<file path="src/rtl/alu_op_sequencer_if.sv">
// ---------------------------------------------------------------------------
// alu_op_sequencer_if
// Bundles the three buses of the ALU operation sequencer into one interface:
//   command bus : cmd_valid, cmd_ready, cmd_op[3:0], cmd_a[15:0], cmd_b[15:0], cmd_c
//   result bus  : res_valid, res_ready, res_data[15:0], res_zer, res_neg
//   ALU bus     : alu_m[15:0], alu_n[15:0], alu_c, alu_opc[2:0] (to the ALU)
//                 alu_f[15:0], alu_zer, alu_neg (from the ALU)
// modport slave  : the sequencer itself.
// modport master : its environment. This is the command issuer, the result
//                  consumer and the combinational ALU.
// ---------------------------------------------------------------------------
interface alu_op_sequencer_if;
   logic        cmd_valid;
   logic        cmd_ready;
   logic [3:0]  cmd_op;
   logic [15:0] cmd_a;
   logic [15:0] cmd_b;
   logic        cmd_c;

   logic        res_valid;
   logic        res_ready;
   logic [15:0] res_data;
   logic        res_zer;
   logic        res_neg;

   logic [15:0] alu_m;
   logic [15:0] alu_n;
   logic        alu_c;
   logic [2:0]  alu_opc;
   logic [15:0] alu_f;
   logic        alu_zer;
   logic        alu_neg;

   modport slave (
      input  cmd_valid, cmd_op, cmd_a, cmd_b, cmd_c, res_ready, alu_f, alu_zer, alu_neg,
      output cmd_ready, res_valid, res_data, res_zer, res_neg, alu_m, alu_n, alu_c, alu_opc
   );

   modport master (
      output cmd_valid, cmd_op, cmd_a, cmd_b, cmd_c, res_ready, alu_f, alu_zer, alu_neg,
      input  cmd_ready, res_valid, res_data, res_zer, res_neg, alu_m, alu_n, alu_c, alu_opc
   );
endinterface

</file>
<file path="src/rtl/alu_op_sequencer.sv">
// ---------------------------------------------------------------------------
// alu_op_sequencer
// This module drives a 16-bit combinational ALU. It accepts one macro-operation
// at a time and runs it as a sequence of ALU steps, one step per cycle. It then
// holds the final result until the consumer takes it.
// Supported macro-operations:
//   RAW : one native ALU operation
//   SUB : a - b
//   NEG : -a
//   ABS : |a|
//   MUL : a * b, low 16 bits
// Ports:
//   clk : rising-edge clock
//   rst : synchronous active-high reset; it aborts any operation in progress
//   bus : alu_op_sequencer_if.slave, carrying the command, result and ALU buses
// ---------------------------------------------------------------------------
module alu_op_sequencer (
   input  logic               clk,
   input  logic               rst,
   alu_op_sequencer_if.slave  bus
);

   typedef enum logic [1:0] {IDLE, RUN, DONE} state_t;

   state_t      state;
   state_t      state_next;

   logic [3:0]  op_q;
   logic [15:0] a_q;
   logic [15:0] b_q;
   logic        c_q;
   logic [15:0] t_q;
   logic [15:0] acc_q;
   logic [15:0] x_q;
   logic [15:0] y_q;
   logic [1:0]  step_q;
   logic [3:0]  iter_q;

   logic [15:0] res_data_q;
   logic        res_zer_q;
   logic        res_neg_q;

   logic        accept;
   logic        reserved_cmd;
   logic        last_step;
   logic        capture;

   assign bus.cmd_ready = (state == IDLE) && !rst;
   assign bus.res_valid = (state == DONE);
   assign bus.res_data  = res_data_q;
   assign bus.res_zer   = res_zer_q;
   assign bus.res_neg   = res_neg_q;

   assign accept       = bus.cmd_valid && bus.cmd_ready;
   assign reserved_cmd = (bus.cmd_op[3:2] == 2'b11);

   // State register. Reset from any state returns to IDLE, so an operation
   // that is running or waiting in DONE is dropped without producing a result.
   always_ff @(posedge clk) begin
      if (rst) begin
         state <= IDLE;
      end else begin
         state <= state_next;
      end
   end

   // Next-state logic and ALU drive. While RUN is active, op_q and step_q
   // select the ALU step. last_step marks the final step of the operation.
   // capture marks a step whose ALU output and flags become the result.
   // For MUL, capture is the A step, because the final product (and its
   // flags) comes from the 16th A step. The trailing B and C steps do not
   // touch the accumulator.
   always_comb begin
      state_next  = state;
      bus.alu_m   = 16'h0000;
      bus.alu_n   = 16'h0000;
      bus.alu_c   = 1'b0;
      bus.alu_opc = 3'b100;
      last_step   = 1'b0;
      capture     = 1'b0;

      case (state)
         IDLE: begin
            if (accept) begin
               state_next = reserved_cmd ? DONE : RUN;
            end
         end

         RUN: begin
            if (!op_q[3]) begin
               bus.alu_m   = a_q;
               bus.alu_n   = b_q;
               bus.alu_c   = c_q;
               bus.alu_opc = op_q[2:0];
               last_step   = 1'b1;
               capture     = 1'b1;
            end else begin
               case (op_q[1:0])
                  2'b00: begin
                     if (step_q == 2'd0) begin
                        bus.alu_m   = b_q;
                        bus.alu_opc = 3'b110;
                     end else begin
                        bus.alu_m   = a_q;
                        bus.alu_n   = t_q;
                        bus.alu_c   = 1'b1;
                        bus.alu_opc = 3'b000;
                        last_step   = 1'b1;
                        capture     = 1'b1;
                     end
                  end
                  2'b01: begin
                     if (step_q == 2'd0) begin
                        bus.alu_m   = a_q;
                        bus.alu_opc = 3'b110;
                     end else begin
                        bus.alu_m   = t_q;
                        bus.alu_opc = 3'b010;
                        last_step   = 1'b1;
                        capture     = 1'b1;
                     end
                  end
                  2'b10: begin
                     if (step_q == 2'd0) begin
                        bus.alu_m   = a_q;
                        bus.alu_opc = 3'b000;
                        if (!bus.alu_neg) begin
                           last_step = 1'b1;
                           capture   = 1'b1;
                        end
                     end else if (step_q == 2'd1) begin
                        bus.alu_m   = a_q;
                        bus.alu_opc = 3'b110;
                     end else begin
                        bus.alu_m   = t_q;
                        bus.alu_opc = 3'b010;
                        last_step   = 1'b1;
                        capture     = 1'b1;
                     end
                  end
                  default: begin
                     if (step_q == 2'd0) begin
                        bus.alu_m   = acc_q;
                        bus.alu_n   = y_q[0] ? x_q : 16'h0000;
                        bus.alu_opc = 3'b000;
                        capture     = 1'b1;
                     end else if (step_q == 2'd1) begin
                        bus.alu_m   = x_q;
                        bus.alu_n   = x_q;
                        bus.alu_opc = 3'b000;
                     end else begin
                        bus.alu_n   = y_q;
                        bus.alu_opc = 3'b001;
                        last_step   = (iter_q == 4'd15);
                     end
                  end
               endcase
            end
            if (last_step) begin
               state_next = DONE;
            end
         end

         DONE: begin
            if (bus.res_ready) begin
               state_next = IDLE;
            end
         end

         default: state_next = IDLE;
      endcase
   end

   // Operand, scratch and result registers. The command is latched on accept.
   // A reserved opcode writes its fixed result at once, so it runs no steps.
   // During RUN, each ALU output goes back into the register that the current
   // step updates.
   always_ff @(posedge clk) begin
      if (rst) begin
         op_q       <= 4'h0;
         a_q        <= 16'h0000;
         b_q        <= 16'h0000;
         c_q        <= 1'b0;
         t_q        <= 16'h0000;
         acc_q      <= 16'h0000;
         x_q        <= 16'h0000;
         y_q        <= 16'h0000;
         step_q     <= 2'd0;
         iter_q     <= 4'd0;
         res_data_q <= 16'h0000;
         res_zer_q  <= 1'b0;
         res_neg_q  <= 1'b0;
      end else if (accept) begin
         op_q   <= bus.cmd_op;
         a_q    <= bus.cmd_a;
         b_q    <= bus.cmd_b;
         c_q    <= bus.cmd_c;
         t_q    <= 16'h0000;
         acc_q  <= 16'h0000;
         x_q    <= bus.cmd_a;
         y_q    <= bus.cmd_b;
         step_q <= 2'd0;
         iter_q <= 4'd0;
         if (reserved_cmd) begin
            res_data_q <= 16'h0000;
            res_zer_q  <= 1'b1;
            res_neg_q  <= 1'b0;
         end
      end else if (state == RUN) begin
         if (capture) begin
            res_data_q <= bus.alu_f;
            res_zer_q  <= bus.alu_zer;
            res_neg_q  <= bus.alu_neg;
         end
         if (op_q[3] && (op_q[1:0] == 2'b11)) begin
            case (step_q)
               2'd0:    acc_q <= bus.alu_f;
               2'd1:    x_q   <= bus.alu_f;
               default: y_q   <= bus.alu_f;
            endcase
            if (step_q == 2'd2) begin
               step_q <= 2'd0;
               iter_q <= iter_q + 4'd1;
            end else begin
               step_q <= step_q + 2'd1;
            end
         end else begin
            t_q    <= bus.alu_f;
            step_q <= step_q + 2'd1;
         end
      end
   end

endmodule

</file>
<file path="src/flat_wrapper.sv">
// flat-port wrapper written by rule: the top's interface ports become plain ports
module alu_op_sequencer_flat 
  (clk, rst, bus_cmd_valid, bus_cmd_op, bus_cmd_a, bus_cmd_b, bus_cmd_c, bus_res_ready, bus_alu_f, bus_alu_zer, bus_alu_neg, bus_cmd_ready, bus_res_valid, bus_res_data, bus_res_zer, bus_res_neg, bus_alu_m, bus_alu_n, bus_alu_c, bus_alu_opc);
  alu_op_sequencer_if bus_i ();
  input  logic clk;
  input  logic rst;
  input wire logic [$bits(bus_i.cmd_valid)-1:0] bus_cmd_valid;
  input wire logic [$bits(bus_i.cmd_op)-1:0] bus_cmd_op;
  input wire logic [$bits(bus_i.cmd_a)-1:0] bus_cmd_a;
  input wire logic [$bits(bus_i.cmd_b)-1:0] bus_cmd_b;
  input wire logic [$bits(bus_i.cmd_c)-1:0] bus_cmd_c;
  input wire logic [$bits(bus_i.res_ready)-1:0] bus_res_ready;
  input wire logic [$bits(bus_i.alu_f)-1:0] bus_alu_f;
  input wire logic [$bits(bus_i.alu_zer)-1:0] bus_alu_zer;
  input wire logic [$bits(bus_i.alu_neg)-1:0] bus_alu_neg;
  output wire logic [$bits(bus_i.cmd_ready)-1:0] bus_cmd_ready;
  output wire logic [$bits(bus_i.res_valid)-1:0] bus_res_valid;
  output wire logic [$bits(bus_i.res_data)-1:0] bus_res_data;
  output wire logic [$bits(bus_i.res_zer)-1:0] bus_res_zer;
  output wire logic [$bits(bus_i.res_neg)-1:0] bus_res_neg;
  output wire logic [$bits(bus_i.alu_m)-1:0] bus_alu_m;
  output wire logic [$bits(bus_i.alu_n)-1:0] bus_alu_n;
  output wire logic [$bits(bus_i.alu_c)-1:0] bus_alu_c;
  output wire logic [$bits(bus_i.alu_opc)-1:0] bus_alu_opc;
  assign bus_i.cmd_valid = bus_cmd_valid;
  assign bus_i.cmd_op = bus_cmd_op;
  assign bus_i.cmd_a = bus_cmd_a;
  assign bus_i.cmd_b = bus_cmd_b;
  assign bus_i.cmd_c = bus_cmd_c;
  assign bus_i.res_ready = bus_res_ready;
  assign bus_i.alu_f = bus_alu_f;
  assign bus_i.alu_zer = bus_alu_zer;
  assign bus_i.alu_neg = bus_alu_neg;
  assign bus_cmd_ready = bus_i.cmd_ready;
  assign bus_res_valid = bus_i.res_valid;
  assign bus_res_data = bus_i.res_data;
  assign bus_res_zer = bus_i.res_zer;
  assign bus_res_neg = bus_i.res_neg;
  assign bus_alu_m = bus_i.alu_m;
  assign bus_alu_n = bus_i.alu_n;
  assign bus_alu_c = bus_i.alu_c;
  assign bus_alu_opc = bus_i.alu_opc;
  alu_op_sequencer u_core (.clk(clk), .rst(rst), .bus(bus_i));
endmodule
</file>
<file path="config.mk">
export PLATFORM = sky130hd
export DESIGN_NAME = alu_op_sequencer_flat
export DESIGN_NICKNAME = d
export VERILOG_FILES = /design/src/rtl/alu_op_sequencer_if.sv /design/src/rtl/alu_op_sequencer.sv /design/src/flat_wrapper.sv
export SDC_FILE = /design/constraint.sdc
export NUM_CORES = 1
export LEC_CHECK = 0
export CAP_MARGIN = 10
export CORE_MARGIN = 3
export CORE_UTILIZATION = 57
export CTS_CLUSTER_SIZE = 24
export DETAILED_ROUTE_END_ITERATION = 10
export MAX_ROUTING_LAYER = met4
export PLACE_DENSITY = 0.9
export SYNTH_ARGS = -nofsm -noshare
export SYNTH_HDL_FRONTEND = slang
export SYNTH_SLANG_ARGS = --single-unit
</file>
<file path="constraint.sdc">
create_clock -name clk -period 4.1 [get_ports clk]
set_input_delay 0.82 -clock clk [delete_from_list [all_inputs] [get_ports clk]]
set_output_delay 0.82 -clock clk [all_outputs]
set_load 0.1 [all_outputs]
</file>
==> qor.yml <==
fmax_ghz: 0.260
path_delay_family: "simple AND/OR/NAND/NOR gates"
min_period_ns: 3.85
ys_seq_elements: 127
clkSinkCount: 127
worst_slack_ns: 0.250
tns_ns: 0
powerDensity_mw_per_mm2: 447
rr_endpoint: "u_core.bus.res_data[11]"
portBuffers: 114
worst_slew_pin_slew_ns: 0.984
cp_num_buf_inv: 1
dr.pass1.iters: 6
drc: 0
placed_cell_area_mm2: 0.00777
yosys_warnings: 0
cts.repair.resized: 0
crit_chain: "and2_1 > nand2_1 > o22ai_1 > buf_12"
cp-start-kind: "register"
wire_per_inst_um: 22.0
ios: 115
via_per_inst: 6.77
worst_hold_slack_ns: 0.456
critPathMaxStageDelay_ns: 0.67
seqCellArea_mm2: 0.00254
start_util: 0.602
synth_top_flop_cell: "dfxtp_1"
layout.cells.most_common: "nand2_1"
gp_congestion: 0.980
final_cell_mix: "180 x nand2_1, 127 x dfxtp_1, 76 x clkdlybuf4s50_1"
cts_tree: "done"
multi_input_area_mm2: 0.00341
area_delta_synth_final_pct: 31.0
status: "complete, no violations"
synth_nets: 847
synth_area_leaders: "dfxtp_1 40%, nand2_1 11%, nor2_1 3.5%"
reg2reg_slack_ns: 1.51
min_period_over_period: 0.939
path_max_fanout: 20
grt_max_degree: 46
floorplan.die_area_mm2: 0.0125
netlist.area_leader.share: 0.399
fin_area_mm2: 0.00836
rsz0062_at_grt: "no"
syn-cell-area_mm2: 0.00638
ys_types: 61
grt.total_usage: 0.356
endpoint_kind: "output pin"
antenna_left: 0
nets: 923
finalSetupViolCount: 0
ys_async_sr_fraction: 0
crit_type: "register to output pin"
drt-initial-drc-count: 1089
clock-root-buffer: "clkbuf_8"
core_mm2: 0.0106
insertedDiodeCount: 0
routed_wl_um: 22200
hp-class: "register to register"
clkTransAtPathRegs_ns: 0.06
worst_path_max_delay_cell: "dfxtp_1"
power_leakage_nw: 2.92
hold_violations: 0
die_w_um: 112
clock_latency_ns: 0.52
holdCritStartpoint: "u_core.acc_q[0]"
maxSlewHeadroom: 0.339
antenna_found_initial: 0
post_cts.repair.setup_buffers: 0
syn-instance-count: 787
required_ns: 3.28
synth_edf_count: 0
grt_pass1_vias: 6417
grt_pass1_wl_um: 34500
syn_avg_cell_area_um2: 8.10
vias: 6842
arrival_ns: 3.03
place.detailed.hpwl_um: 14700
reg2regPathDepth: 5
cts_buffer_depth: 2
cts.htree.levels: 4
hold_buffers: 0
layout-drive-gt1-share: 0.126
nFillCells: 743
synth-seq-area-share: 0.399
slew_violations: 0
cts_buffers: 17
whs_path_depth: 2
r2r-start: "u_core.op_q[0]"
dp_slack_ns: 0.887
fin_skew_ns: 0.00790
die_h_um: 112
maxCapViolCount: 0
synth_top_cell_by_area: "dfxtp_1"
holdPathEnd: "u_core.acc_q[0]"
grt_overflow: 0
peakVddDrop_v: 0.000328
utilization: 0.788
core.rowCount: 37
layer usage:
metal | vias to the layer above | GRT usage | share of wire
met3 | 89 | 0.0875 | 0.14
met2 | 549 | 0.511 | 0.43
li1 | 2976 | - | -
met5 | - | - | 0
met4 | 0 | 0.142 | 0.038
met1 | 3228 | 0.481 | 0.39
worst reg2reg max path, delay by kind of cell, from the launching register on:
kind	cells	cell delay (ns)
compound gates	3	0.92
flops	1	0.67
buf+inv	1	0.31
simple gates	1	0.64
stage by stage:
stage                     std cells  total power, mW
after global placement          979             2.21
after global routing           1011             3.84
after floorplan                 787             1.96
after CTS                      1011             3.71
after detailed placement        980             2.23
final                          1011             3.73
final cells by class:
type | count | share of cell area
Tap cell | 136 | 0.0204
Inverter | 21 | 0.00943
Multi-Input combinational cell | 565 | 0.408
Clock inverter | 13 | 0.0201
Sequential cell | 127 | 0.304
Clock buffer | 18 | 0.0500
Timing Repair Buffer | 131 | 0.188
where the power goes:
part           switching, mW  internal, mW
logic                  0.547         0.271
clock network          0.576         0.925
registers             0.0919          1.32
flip-flops by register name, summed over array words and instances (netlist names), 2 cells and up:
signal / cells
u_core.acc_q: 16
u_core.x_q: 16
u_core.op_q: 4
u_core.iter_q: 4
u_core.b_q: 16
u_core.state: 2
u_core.y_q: 16
u_core.a_q: 16
u_core.t_q: 16
u_core.step_q: 2
u_core.bus.res_data: 16
worst max path at each step:
stage,from,to,slack (ns),cells past startpoint
2_1_floorplan,rst,bus_cmd_ready,0.05,3
3_3_place_gp,u_core.op_q[0],bus_alu_n[6],0.98,4
3_5_place_dp,u_core.op_q[0],bus_alu_n[4],0.89,4
4_1_cts,u_core.op_q[0],bus_alu_n[4],0.32,4
5_1_grt,u_core.op_q[0],bus_alu_n[9],0.03,4
6_report,u_core.op_q[0],bus_alu_n[12],0.25,4
cell usage after synthesis, types with 3 or more instances:
cell type / n
a22o_1: 12
a211oi_1: 4
a2111oi_0: 9
a221o_1: 14
xor2_1: 3
a21boi_0: 7
nor2b_1: 6
nand2b_1: 3
or3_1: 8
o21ai_0: 38
a31oi_1: 5
nand3b_1: 19
nor2_1: 59
buf_1: 5
a311oi_1: 11
dfxtp_1: 127
clkbuf_1: 37
o31ai_1: 3
a2bb2oi_1: 14
a311oi_2: 13
nand3_1: 9
o22ai_1: 15
mux2i_1: 16
a22oi_1: 15
buf_2: 26
nand2_1: 180
a32o_1: 14
nor3_1: 4
buf_6: 5
and3_1: 4
inv_1: 20
o211ai_1: 7
a21oi_1: 43
cells by family after synthesis:
kind of cell,count (synthesis),synth area share
XOR/XNOR,5,0.00687
buffers and inverters,95,0.0675
AND/OR/NAND/NOR,303,0.213
multiplexers,17,0.0269
adder cells (fa/ha/maj),1,0.00196
flip-flops,127,0.399
AO/OA/AOI/OAI,239,0.285
No activity file was read; power rests on OpenSTA's default activity.
